--- config.mk ---
export PLATFORM = sky130hd
export DESIGN_NAME = transpose_read_streamer_flat
export DESIGN_NICKNAME = d
export VERILOG_FILES = /design/src/rtl/transpose_read_streamer_pkg.sv /design/src/rtl/transpose_read_streamer_if.sv /design/src/rtl/transpose_read_streamer_stream_skid_fifo2.sv /design/src/rtl/transpose_read_streamer.sv /design/src/flat_wrapper.sv
export SDC_FILE = /design/constraint.sdc
export NUM_CORES = 1
export LEC_CHECK = 0
export ABC_AREA = 1
export ABC_CLOCK_PERIOD_IN_PS = 2400
export BUFFER_PORTS_ARGS = -buffer_cell sky130_fd_sc_hd__clkbuf_2
export CAP_MARGIN = 5
export CORE_MARGIN = 2
export CORE_UTILIZATION = 50
export DETAILED_ROUTE_END_ITERATION = 8
export PLACE_DENSITY = 0.74
export SETUP_SLACK_MARGIN = 0.5
export SLEW_MARGIN = 10
export SYNTH_ARGS = -nofsm -noshare
export SYNTH_HDL_FRONTEND = slang
export SYNTH_SLANG_ARGS = --single-unit
export TNS_END_PERCENT = 50
--- constraint.sdc ---
create_clock -name clk -period 2.4 [get_ports clk]
set_input_delay 0.36 -clock clk [delete_from_list [all_inputs] [get_ports clk]]
set_output_delay 0.36 -clock clk [all_outputs]
set_load 0.02 [all_outputs]
--- src/rtl/transpose_read_streamer_pkg.sv ---
// transpose_read_streamer_pkg: constants shared with the store, FSM states and buffer entry type
package transpose_read_streamer_pkg;
  localparam int N = 4;
  localparam int IDX_W = 2;
  localparam int DATA_W = 8;
  typedef enum logic [1:0] {IDLE, ISSUE, DRAIN, DONE} state_t;
  typedef struct packed {
    logic [DATA_W-1:0] data;
    logic [IDX_W-1:0]  row;
    logic [IDX_W-1:0]  col;
    logic              last;
  } entry_t;
endpackage

--- src/rtl/transpose_read_streamer_if.sv ---
// transpose_read_streamer_if: store read port plus output element stream
interface transpose_read_streamer_if;
  import transpose_read_streamer_pkg::*;
  logic              rd_en;
  logic [IDX_W-1:0]  rd_row;
  logic [IDX_W-1:0]  rd_col;
  logic [DATA_W-1:0] rd_data;
  logic              m_valid;
  logic              m_ready;
  logic [DATA_W-1:0] m_data;
  logic [IDX_W-1:0]  m_row;
  logic [IDX_W-1:0]  m_col;
  logic              m_last;
  modport master (output rd_en, rd_row, rd_col, m_valid, m_data, m_row, m_col, m_last,
                  input rd_data, m_ready);
  modport slave (input rd_en, rd_row, rd_col, m_valid, m_data, m_row, m_col, m_last,
                 output rd_data, m_ready);
endinterface

--- src/rtl/transpose_read_streamer_stream_skid_fifo2.sv ---
// stream_skid_fifo2: 2-entry valid/ready FIFO, head output zeroed while empty
module stream_skid_fifo2 #(
  parameter int W = 8
) (
  input  logic         clk,
  input  logic         rst_n,
  input  logic         push,
  input  logic [W-1:0] din,
  input  logic         pop,
  output logic [W-1:0] dout,
  output logic         valid,
  output logic [1:0]   cnt
);
  logic [W-1:0] mem [2];
  logic wp, rp;
  assign valid = cnt != 2'd0;
  assign dout = valid ? mem[rp] : '0;
  always_ff @(posedge clk)
    if (!rst_n) begin
      cnt <= 2'd0;
      wp <= 1'b0;
      rp <= 1'b0;
    end else begin
      if (push) begin
        mem[wp] <= din;
        wp <= ~wp;
      end
      if (pop && valid) rp <= ~rp;
      cnt <= cnt + 2'(push) - 2'(pop && valid);
    end
endmodule

--- src/rtl/transpose_read_streamer.sv ---
// transpose_read_streamer: walks the 4x4 store and streams it row- or column-major
module transpose_read_streamer
  import transpose_read_streamer_pkg::*;
#(
  parameter int RD_LAT = 0
) (
  input  logic clk,
  input  logic rst_n,
  input  logic start,
  input  logic transpose,
  output logic busy,
  output logic done,
  transpose_read_streamer_if.master bus
);
  localparam int KW = 2*IDX_W+1;
  state_t state, state_n;
  logic [KW-1:0] k;
  logic [IDX_W-1:0] i, j;
  logic [2:0] occ;
  logic [1:0] cnt;
  logic tr, infl, pop, push, credit, last_k;
  entry_t din, head;
  assign i = k[2*IDX_W-1:IDX_W];
  assign j = k[IDX_W-1:0];
  assign last_k = k == KW'(N*N-1);
  assign pop = bus.m_valid && bus.m_ready;
  assign occ = 3'(cnt) + 3'(infl) - 3'((RD_LAT == 1) && pop);
  assign credit = occ < 3'd2;
  assign bus.rd_row = bus.rd_en ? (tr ? j : i) : '0;
  assign bus.rd_col = bus.rd_en ? (tr ? i : j) : '0;
  assign bus.m_data = head.data;
  assign bus.m_row = head.row;
  assign bus.m_col = head.col;
  assign bus.m_last = head.last;
  always_comb begin
    bus.rd_en = (state == ISSUE) && credit;
    busy = (state == ISSUE) || (state == DRAIN);
    done = state == DONE;
    state_n = state == IDLE  ? (start ? ISSUE : IDLE) :
              state == ISSUE ? (bus.rd_en && last_k ? DRAIN : ISSUE) :
              state == DRAIN ? (pop && head.last ? DONE : DRAIN) : IDLE;
  end
  always_ff @(posedge clk)
    if (!rst_n) begin
      state <= IDLE;
      k <= '0;
      tr <= 1'b0;
    end else begin
      state <= state_n;
      if (state == IDLE && start) begin
        k <= '0;
        tr <= transpose;
      end else if (bus.rd_en) k <= k + 1'b1;
    end
  if (RD_LAT == 0) begin : g_lat0
    assign infl = 1'b0;
    assign push = bus.rd_en;
    assign din = '{data: bus.rd_data, row: i, col: j, last: last_k};
  end else begin : g_lat1
    logic [IDX_W-1:0] p_row, p_col;
    logic p_last;
    always_ff @(posedge clk)
      if (!rst_n) begin
        infl <= 1'b0;
        p_row <= '0;
        p_col <= '0;
        p_last <= 1'b0;
      end else begin
        infl <= bus.rd_en;
        p_row <= i;
        p_col <= j;
        p_last <= last_k;
      end
    assign push = infl;
    assign din = '{data: bus.rd_data, row: p_row, col: p_col, last: p_last};
  end
  stream_skid_fifo2 #(.W($bits(entry_t))) u_fifo (
    .clk(clk), .rst_n(rst_n), .push(push), .din(din), .pop(pop),
    .dout(head), .valid(bus.m_valid), .cnt(cnt)
  );
endmodule

--- src/flat_wrapper.sv ---
// flat-port wrapper written by rule: the top's interface ports become plain ports
module transpose_read_streamer_flat import transpose_read_streamer_pkg::*;
#(
  parameter int RD_LAT = 0
)
  (clk, rst_n, start, transpose, busy, done, bus_rd_en, bus_rd_row, bus_rd_col, bus_m_valid, bus_m_data, bus_m_row, bus_m_col, bus_m_last, bus_rd_data, bus_m_ready);
  transpose_read_streamer_if bus_i ();
  input  logic clk;
  input  logic rst_n;
  input  logic start;
  input  logic transpose;
  output logic busy;
  output logic done;
  output wire logic [$bits(bus_i.rd_en)-1:0] bus_rd_en;
  output wire logic [$bits(bus_i.rd_row)-1:0] bus_rd_row;
  output wire logic [$bits(bus_i.rd_col)-1:0] bus_rd_col;
  output wire logic [$bits(bus_i.m_valid)-1:0] bus_m_valid;
  output wire logic [$bits(bus_i.m_data)-1:0] bus_m_data;
  output wire logic [$bits(bus_i.m_row)-1:0] bus_m_row;
  output wire logic [$bits(bus_i.m_col)-1:0] bus_m_col;
  output wire logic [$bits(bus_i.m_last)-1:0] bus_m_last;
  input wire logic [$bits(bus_i.rd_data)-1:0] bus_rd_data;
  input wire logic [$bits(bus_i.m_ready)-1:0] bus_m_ready;
  assign bus_rd_en = bus_i.rd_en;
  assign bus_rd_row = bus_i.rd_row;
  assign bus_rd_col = bus_i.rd_col;
  assign bus_m_valid = bus_i.m_valid;
  assign bus_m_data = bus_i.m_data;
  assign bus_m_row = bus_i.m_row;
  assign bus_m_col = bus_i.m_col;
  assign bus_m_last = bus_i.m_last;
  assign bus_i.rd_data = bus_rd_data;
  assign bus_i.m_ready = bus_m_ready;
  transpose_read_streamer #(.RD_LAT(RD_LAT)) u_core (.clk(clk), .rst_n(rst_n), .start(start), .transpose(transpose), .busy(busy), .done(done), .bus(bus_i));
endmodule
==> impl_metrics.toml, run 1 <==
[placed_design]
place_inst = 248
gp_congestion = 0.723
hpwl_um = 2160
numPortBuffers = 33

[timing]
fin_crit_sh_pct = 76.6
worst_pin_slew_ns = 0.401
hold_viol_final = 0
clock_skew_ns = 0.0102
fin_setup_tns_ns = 0
relSlewSlack_pct = 73.2
fmax_ghz = 0.544
final.min_clock_period_ns = 1.84
drv_slew = 0
rsz0062_at_grt = "yes"
setup_violations = 0

[final_layout]
drive_above_1_share_pct = 27.6
n_fill_cell = 276
antennaDiodeCount = 0
stdcell_count = 260
nets = 233
area_growth_pct = 23.8
final_cell_mix = "nand2_1 (45), clkbuf_2 (30), edfxtp_1 (26)"
mostFrequentLayoutCell = "nand2_1"

[die]
dieHeight_um = 62.1
num_rows = 21
ios = 34
dieWidth_um = 62.1
dieArea_um2 = 3860
coreArea_um2 = 3280
initial_core_util_pct = 51.5

[clock_network]
hold_buffers = 0
clkSinkCount = 39
numCtsBuffers = 5
tritoncts = "done"
clkLatencyLatePin_ns = 0.34
ctsHtreeMaxLevel = 2
cts-root-buf = "clkbuf_4"
clk_pin_slew_worst_paths_ns = 0.11
cts_buffer_depth = 2

[logic_synthesis]
synth_nets = 190
syn_inst = 170
ys_seq_elements = 39
synth.distinct_cells = 20
ys.warnings.count = 0
avgSynthCellArea_um2 = 9.94
syn-cell-area_um2 = 1690
ys_seq_area_share_pct = 61.6

[worst_hold_path]
holdCritStartpoint = "bus_rd_data[0]"
min_path_type = "input pin to register"

[run_status]
status = "finished clean"

[worst_setup_path]
start_kind = "register"
slowest_stage = "dfxtp_1"
cp_max_fo = 14
slowest_delay_ns = 0.32
crit_type = "register to output pin"
path_buf_inv = 3
cp.required_ns = 2.04
crit_arrival_ns = 1.48
critPathTopFamily = "buffers and inverters"
worstPathCellList = "buf_4 -> clkinvlp_4 -> nand2_1 -> a21oi_1 -> clkbuf_2"
r2r_start = "u_core.k[0]"
rrSetupSlack_ns = 0.79
end_kind = "output pin"

[detailed_routing]
dr.pass1.iters = 4
wire_per_inst_um = 12.1
vias = 1283
vias_per_cell = 4.93
drtAntennaViolNets = 0
routed_wl_um = 3150
drc = 0
drt_iter0_markers = 30

[power]
ir_drop_uv = 488
power_density_nw_per_um2 = 940
power_leakage_nw = 0.868

[grt]
grt_use_met1_pct = 19.2
top_usage_layer = "met2"
grt_usage_pct = 17.1
grt_pass1_wl_um = 5150
antenna_found_initial = 0
met2_usage_pct = 30.6
grt_max_degree = 16
grt_pass1_vias = 1213
overflow = 0
met3_usage_pct = 5.07

[flow_run]
cap_violations = 0
[stage by stage]
step | hold WS (ns) | utilization (%) | setup WS (ns) | total power [mW] | cell area (um2)
2_1_floorplan | 0.431 | - | 0.478 | 1.25 | 1700
3_3_place_gp | 0.445 | 58.3 | 0.784 | 1.40 | 1910
3_5_place_dp | 0.463 | 58.3 | 0.691 | 1.42 | 1910
4_1_cts | 0.182 | 62.5 | 0.485 | 1.97 | 2050
5_1_grt | 0.182 | 63.7 | 0.428 | 2.08 | 2090
6_report | 0.204 | 63.7 | 0.561 | 1.97 | 2090
[repair_timing]
item / 4_1_cts / 5_1_grt
setup buffers: 0 / 4
pin swaps: 0 / 0
gates resized for setup: 12 / 5
endpoints found under the setup margin: 18 / 17
[final timing paths]
| check | endpoint | cells past startpoint |
|---|---|---|
| worst max register to register | u_core.state[0] | 9 |
| worst min-delay path | u_core.u_fifo.mem[0][5] | 1 |
| worst max-delay path | bus_m_last | 5 |
| worst min register to register | u_core.u_fifo.rp | 1 |
[power by group]
| part | switching (mW) | internal (mW) |
|---|---|---|
| clock | 0.200 | 0.325 |
| sequential | 0.0411 | 0.765 |
| combinational | 0.441 | 0.197 |
[layer usage]
metal  wire (um)  part of all wire [%]  vias to the layer above
met5           0                     0                        -
met4          46                   1.5                        0
met3         142                   4.5                        4
met2        1640                    52                       28
met1        1330                    42                      588
li1            -                     -                      663
[layout make-up]
cell class | instances | area, um2 | area share, %
well taps | 46 | 57.6 | 2.75
clock buffers | 6 | 41.3 | 1.97
multi-input cells | 109 | 587 | 28.0
flip-flops and latches | 39 | 1040 | 49.9
inverters | 18 | 78.8 | 3.77
repair buffers | 40 | 225 | 10.8
clock inverters | 2 | 60.1 | 2.87
[synth_stat cells]
cell type / instances / area [um2]
o21a_1: 1 / 7.51
nand3_1: 5 / 25.0
nand4_1: 1 / 6.26
nand2_1: 45 / 169
nor3_1: 4 / 20.0
dfxtp_1: 13 / 260
inv_2: 2 / 7.51
inv_1: 16 / 60.1
nor2_2: 1 / 6.26
buf_2: 3 / 15.0
o21ai_0: 3 / 15.0
o21ai_1: 6 / 30.0
nand2_4: 1 / 11.3
buf_6: 1 / 11.3
a21oi_1: 24 / 120
edfxtp_1: 26 / 781
nor2_4: 1 / 11.3
a211oi_2: 1 / 12.5
nor2_1: 9 / 33.8
ha_1: 7 / 87.6
[flip-flops by register name (all words and copies together) (netlist names), named ones only]
| name | count |
|---|---|
| u_core.k | 5 |
| u_core.state | 2 |
| u_core.tr | 1 |
| u_core.u_fifo.cnt | 2 |
| u_core.u_fifo.mem | 26 |
| u_core.u_fifo.rp | 1 |
| u_core.u_fifo.wp | 1 |
[cells by family (layout without fill, tap and decap cells)]
group,Yosys count,count (layout),synth area share [%]
buffers and inverters,22,66,5.55
AO/OA/AOI/OAI,35,35,11.0
AND/OR/NAND/NOR,67,67,16.7
adder cells (fa/ha/maj),7,7,5.18
flip-flops,39,39,61.6
Note: power is estimated with default switching activity, not from simulation.
==> run 2, diff against run 1 <==
--- a/config.mk
+++ b/config.mk
@@ -5,8 +5,8 @@
 export SDC_FILE = /design/constraint.sdc
 export NUM_CORES = 1
 export LEC_CHECK = 0
-export ABC_AREA = 1
-export ABC_CLOCK_PERIOD_IN_PS = 2400
+export ABC_AREA = 0
+export ABC_CLOCK_PERIOD_IN_PS = 1700
 export BUFFER_PORTS_ARGS = -buffer_cell sky130_fd_sc_hd__clkbuf_2
 export CAP_MARGIN = 5
 export CORE_MARGIN = 2
==> constraint.sdc (replaced) <==
create_clock -name clk -period 1.7 [get_ports clk]
set_input_delay 0.255 -clock clk [delete_from_list [all_inputs] [get_ports clk]]
set_output_delay 0.255 -clock clk [all_outputs]
set_load 0.02 [all_outputs]
==> impl_metrics.toml, run 2 <==
[detailed_routing]
drt_iter0_markers = 47
drc = 0
dr.pass1.iters = 4
routed_wl_um = 3550
wire_per_inst_um = 15.1
vias = 1213
drtAntennaViolNets = 0
vias_per_cell = 5.16

[final_layout]
multi_input_area_um2 = 724
largest_register_ffs = 26
area_growth_pct = 36.4
drive_above_1_share_pct = 43.9
n_fill_cell = 258
nets = 208
antennaDiodeCount = 0
final_cell_mix = "edfxtp_1 (26), clkbuf_2 (22), nor2_1 (17)"
regArea_um2 = 1060
top_regs = "u_core.u_fifo.mem: 26 flops, u_core.k: 5 flops"
mostFrequentLayoutCell = "edfxtp_1"
utilization_pct = 70.0
finalInstanceArea_um2 = 2320
regMostFlops = "u_core.u_fifo.mem"

[worst_setup_path]
rrSetupSlack_ns = 0.13
cp.required_ns = 1.44
start_kind = "register"
end_kind = "output pin"
crit_type = "register to output pin"
crit_arrival_ns = 1.32
crit_start = "u_core.state[1]"
r2r_start = "u_core.state[1]"
worst_r2r_endpoint = "u_core.u_fifo.mem[0][10]"
r2r_cells = 8
crit_path_end = "bus_rd_row[0]"
cp_max_fo = 7

[logic_synthesis]
synth.distinct_cells = 30
synth.most_common_cell = "edfxtp_1"
ys_seq_elements = 39
synth_nets = 158
synth_top_area_share_pct = 45.9
synthFlopType = "edfxtp_1"
ys_top_cells_by_count = "edfxtp_1 (26), nor2_1 (22), mux2i_1 (18)"
synth_edf_count = 26
synth.area.top_cells = "edfxtp_1 (46%), dfxtp_1 (15%), mux2i_1 (11%)"
synthArstFlopShare_pct = 0
ys.warnings.count = 0
ys_seq_area_share_pct = 61.3
avgSynthCellArea_um2 = 12.3
syn_inst = 138
synth_top_area_cell = "edfxtp_1"
syn-cell-area_um2 = 1700

[clock_network]
clkSinkCount = 39
numCtsBuffers = 5
cts_buffer_depth = 2
clk_pin_slew_worst_paths_ns = 0.12
tritoncts = "done"
cts-root-buf = "clkbuf_4"
ctsHtreeMaxLevel = 2
clkLatencyLatePin_ns = 0.35

[die]
dieHeight_um = 62.3
coreArea_um2 = 3310
num_rows = 21
ios = 34
dieArea_um2 = 3880
dieWidth_um = 62.3
initial_core_util_pct = 51.3

[placed_design]
hpwl_um = 2040
gp_congestion = 0.763
pre_cts_ws_ns = 0.0959
post_dp_cell_area_um2 = 1950
numPortBuffers = 33

[timing]
hold_slack_ns = 0.0951
drv_slew = 0
clock_skew_ns = 0.0122
fin_crit_sh_pct = 92.7
setup_violations = 0
final.min_clock_period_ns = 1.58
relSlewSlack_pct = 77.1
fin_setup_tns_ns = 0
fmax_ghz = 0.635
hold_viol_final = 0
rsz0062_at_grt = "yes"
worst_pin_slew_ns = 0.342
setup_ws_ns = 0.124

[power]
ir_drop_uv = 542
power_density_nw_per_um2 = 1150
power_leakage_nw = 0.891

[grt]
grt_usage_pct = 18.7
grt_pass1_vias = 1210
grt_pass1_wl_um = 5530
overflow = 0
grt_max_degree = 16
antenna_found_initial = 0

[worst_hold_path]
min_path_type = "input pin to register"

[flow_run]
cap_violations = 0

[run_status]
status = "finished clean"
## run 2: changes by cell type after synthesis, sizes merged, moves of 4 or more
| cell | before | now |
|---|---|---|
| a21oi | 24 | 3 |
| o21ai | 9 | 4 |
| and2 | 0 | 4 |
| xnor2 | 0 | 4 |
| nand2 | 46 | 6 |
| inv | 18 | 7 |
| mux2i | 0 | 18 |
| nor2 | 11 | 22 |
## run 2: cells by family after synthesis
family                   synth area share, %
multiplexers                            10.6
adder cells (fa/ha/maj)                 5.15
AO/OA/AOI/OAI                           3.53
XOR/XNOR                                2.58
flip-flops                              61.3
AND/OR/NAND/NOR                         13.4
buffers and inverters                   3.46
## run 2: stage by stage
stage / instances / power, mW
global route: 235 / 2.80
finish: 235 / 2.65
CTS: 232 / 2.59
floorplan: 138 / 1.75
detailed placement: 215 / 2.01
global placement: 215 / 1.98
## run 2: cell type report
class / count / area share, %
Timing Repair Buffer: 48 / 16.9
Multi-Input combinational cell: 87 / 31.3
Sequential cell: 39 / 45.6
Tap cell: 46 / 2.48
Clock inverter: 2 / 0.540
Inverter: 7 / 1.46
Clock buffer: 6 / 1.78
## run 2: worst min-delay path by stage
stage | from | end | slack, ns | cells after the start
final | bus_rd_data[6] | u_core.u_fifo.mem[0][11] | 0.1 | 1
after global routing | bus_rd_data[0] | u_core.u_fifo.mem[1][5] | 0.07 | 1
after CTS | bus_rd_data[6] | u_core.u_fifo.mem[0][11] | 0.08 | 1
after detailed placement | bus_rd_data[6] | u_core.u_fifo.mem[0][11] | 0.45 | 1
after global placement | bus_rd_data[2] | u_core.u_fifo.mem[1][7] | 0.45 | 1
after floorplan | bus_rd_data[5] | u_core.u_fifo.mem[0][10] | 0.35 | 0
## run 2: power by group
group / internal [mW] / switching, mW
clock: 0.160 / 0.303
sequential: 1.09 / 0.0665
combinational: 0.468 / 0.563
## run 2: metal layers
layer  vias to the layer above  global-route usage, %  routed length (um)
li1                        584                      -                   -
met1                       581                   20.2                1450
met2                        38                   32.5                1810
met3                        10                   6.16                 190
met4                         0                   10.0                  97
met5                         -                      0                   0
## run 2: repair_timing
action                     in CTS  in global routing
pin swaps                       6                  4
setup buffers                   7                  2
hold buffers                    0                  0
gates resized for setup        32                 30
hold endpoints to repair        0                  0
setup endpoints to repair      57                 61
cloned                          2                  1
## run 2: worst max-delay path: stages (launching register included)
cell,delay (ns)
dfxtp_2,0.35
inv_2,0.07
ha_4,0.15
nand2b_4,0.06
buf_8,0.14
nor2_2,0.09
buf_6,0.12
==> run 3, diff against run 2 <==
--- a/config.mk
+++ b/config.mk
@@ -9,10 +9,9 @@
 export ABC_CLOCK_PERIOD_IN_PS = 1700
 export BUFFER_PORTS_ARGS = -buffer_cell sky130_fd_sc_hd__clkbuf_2
 export CAP_MARGIN = 5
-export CORE_MARGIN = 2
 export CORE_UTILIZATION = 50
 export DETAILED_ROUTE_END_ITERATION = 8
-export PLACE_DENSITY = 0.74
+export PLACE_DENSITY_LB_ADDON = 0.25
 export SETUP_SLACK_MARGIN = 0.5
 export SLEW_MARGIN = 10
 export SYNTH_ARGS = -nofsm -noshare
==> impl_metrics.toml, run 3 (synthesis gave the netlist of run 2 again) <==
[power]
ir_drop_uv = 582
power.internal_mw = 1.81
p_sw_share_pct = 34.6
switchingPower_uw = 956
power_density_nw_per_um2 = 1150
p_clk_share_pct = 15.8
power_leakage_nw = 0.935
p_comb_share_pct = 41.5
pwr-share-seq_pct = 42.7

[grt]
met2_usage_pct = 31.4
grt_usage_pct = 18.6
grt_pass1_wl_um = 4690
antenna_found_initial = 0
overflow = 0
grt_use_met1_pct = 21.3
grt_max_degree = 14
met3_usage_pct = 4.33
top_usage_layer = "met2"
grt_pass1_vias = 1075

[final_layout]
final_cell_mix = "edfxtp_1 (26), clkbuf_2 (19), nor2_1 (16)"
n_fill_cell = 193
finalInstanceArea_um2 = 2400
drive_above_1_share_pct = 47.2
largest_register_ffs = 26
regMostFlops = "u_core.u_fifo.mem"
antennaDiodeCount = 0
mostFrequentLayoutCell = "edfxtp_1"
area_growth_pct = 41.4
nets = 212
top_regs = "u_core.u_fifo.mem: 26 flops, u_core.k: 5 flops"

[timing]
hold_viol_final = 0
clock_skew_ns = 0.0145
fin_crit_sh_pct = 92.7
rsz0062_at_grt = "yes"
drv_slew = 0
relSlewSlack_pct = 77.3
worst_pin_slew_ns = 0.338
final.min_clock_period_ns = 1.58
fin_setup_tns_ns = 0
setup_violations = 0
fmax_ghz = 0.635

[detailed_routing]
dr.pass1.iters = 4
drc = 0
wire_per_inst_um = 15.4
drtAntennaViolNets = 0
routed_wl_um = 3640
vias_per_cell = 5.18
vias = 1228
drt_iter0_markers = 24

[clock_network]
clk_pin_slew_worst_paths_ns = 0.11
clkLatencyLatePin_ns = 0.34
tritoncts = "done"
hold_buffers = 0
cts-root-buf = "clkbuf_4"
ctsHtreeMaxLevel = 2
numCtsBuffers = 5
cts_buffer_depth = 2
clkSinkCount = 39

[worst_setup_path]
cp.required_ns = 1.44
crit_arrival_ns = 1.32
end_kind = "output pin"
start_kind = "register"
worstPathCellList = "inv_4 -> ha_4 -> nand2b_4 -> buf_8 -> nor2_4 -> buf_6"
r2r_cells = 9
path_buf_inv = 3
slowest_stage = "dfxtp_2"
cp_max_fo = 6
worst_r2r_endpoint = "u_core.u_fifo.cnt[1]"
critPathTopFamily = "flip-flops"
slowest_delay_ns = 0.35
rrSetupSlack_ns = 0.13
crit_type = "register to output pin"
r2r_start = "u_core.state[1]"

[worst_hold_path]
min_path_type = "input pin to register"
holdCritStartpoint = "bus_rd_data[5]"
whs_path_depth = 1
holdPathEnd = "u_core.u_fifo.mem[1][10]"

[die]
coreArea_um2 = 3130
ios = 34
dieWidth_um = 60.3
initial_core_util_pct = 54.3
dieHeight_um = 60.3
dieArea_um2 = 3640
num_rows = 20

[flow_run]
cap_violations = 0

[placed_design]
gp_congestion = 0.763
post_dp_cell_area_um2 = 1950
hpwl_um = 1950
numPortBuffers = 33

[run_status]
status = "finished clean"
[run 3: cell count changes in the layout (fill, tap and decap cells not counted), sizes merged]
cell | before | now
buf | 26 | 32
clkbuf | 28 | 27
clkinv | 1 | 2
clkinvlp | 1 | 0
inv | 7 | 6
[run 3: timing repair]
| item | 4_1_cts | 5_1_grt |
|---|---|---|
| pin swaps | 8 | 8 |
| buffers inserted | 9 | 3 |
| gates cloned | 2 | 2 |
| endpoints found under the setup margin | 57 | 62 |
| gates resized for setup | 25 | 53 |
[run 3: final cells by class]
cell class	instances	area, um2	area share [%]
Timing Repair Buffer	52	449	18.7
Tap cell	44	55.1	2.29
Clock inverter	1	5.00	0.208
Multi-Input combinational cell	87	747	31.1
Sequential cell	39	1060	44.1
Clock buffer	7	45.0	1.88
Inverter	7	41.3	1.72
[run 3: how the worst max path moves through the flow]
stage,slack (ns),start,end,cells after the start
final,0.12,u_core.state[1],bus_rd_row[1],6
after global routing,0.04,register,bus_m_data[3],4
after CTS,0.12,u_core.state[1],bus_rd_col[1],6
after detailed placement,0.09,u_core.state[1],u_core.u_fifo.mem[0][9],6
after global placement,0.15,u_core.state[1],u_core.u_fifo.mem[0][6],6
after floorplan,0.21,u_core.state[1],u_core.u_fifo.cnt[1],9
[run 3: metal layers]
metal	vias up	wire length (um)
met5	-	0
met4	0	62
met3	7	153
met2	34	1910
met1	591	1520
li1	596	-
[run 3: through the flow]
| stage | cells | power (mW) | hold slack, ns | util [%] | setup slack, ns |
|---|---|---|---|---|---|
| 2_1_floorplan | 138 | 1.75 | 0.354 | - | 0.213 |
| 3_3_place_gp | 213 | 1.99 | 0.446 | 62.4 | 0.145 |
| 3_5_place_dp | 213 | 2.01 | 0.448 | 62.4 | 0.0899 |
| 4_1_cts | 232 | 2.64 | 0.0948 | 70.3 | 0.118 |
| 5_1_grt | 237 | 2.93 | 0.0790 | 76.8 | 0.0449 |
| 6_report | 237 | 2.77 | 0.101 | 76.8 | 0.124 |
[run 3: power by group through the flow]
stage / sequential [mW] / combinational, mW / clock (mW)
3_3_place_gp: 1.16 / 0.824 / 0
2_1_floorplan: 1.14 / 0.610 / 0
4_1_cts: 1.17 / 1.03 / 0.441
3_5_place_dp: 1.17 / 0.845 / 0
5_1_grt: 1.20 / 1.24 / 0.493
6_report: 1.18 / 1.15 / 0.437
[run 3: worst register-to-register path, delay by kind of cell (launching register included)]
family                     cells  cell delay (ns)
and+or+nand+nor                3             0.38
DFF                            1             0.37
adders and majority gates      2             0.36
buffers and inverters          3             0.22
xor gates and xnor gates       1             0.13
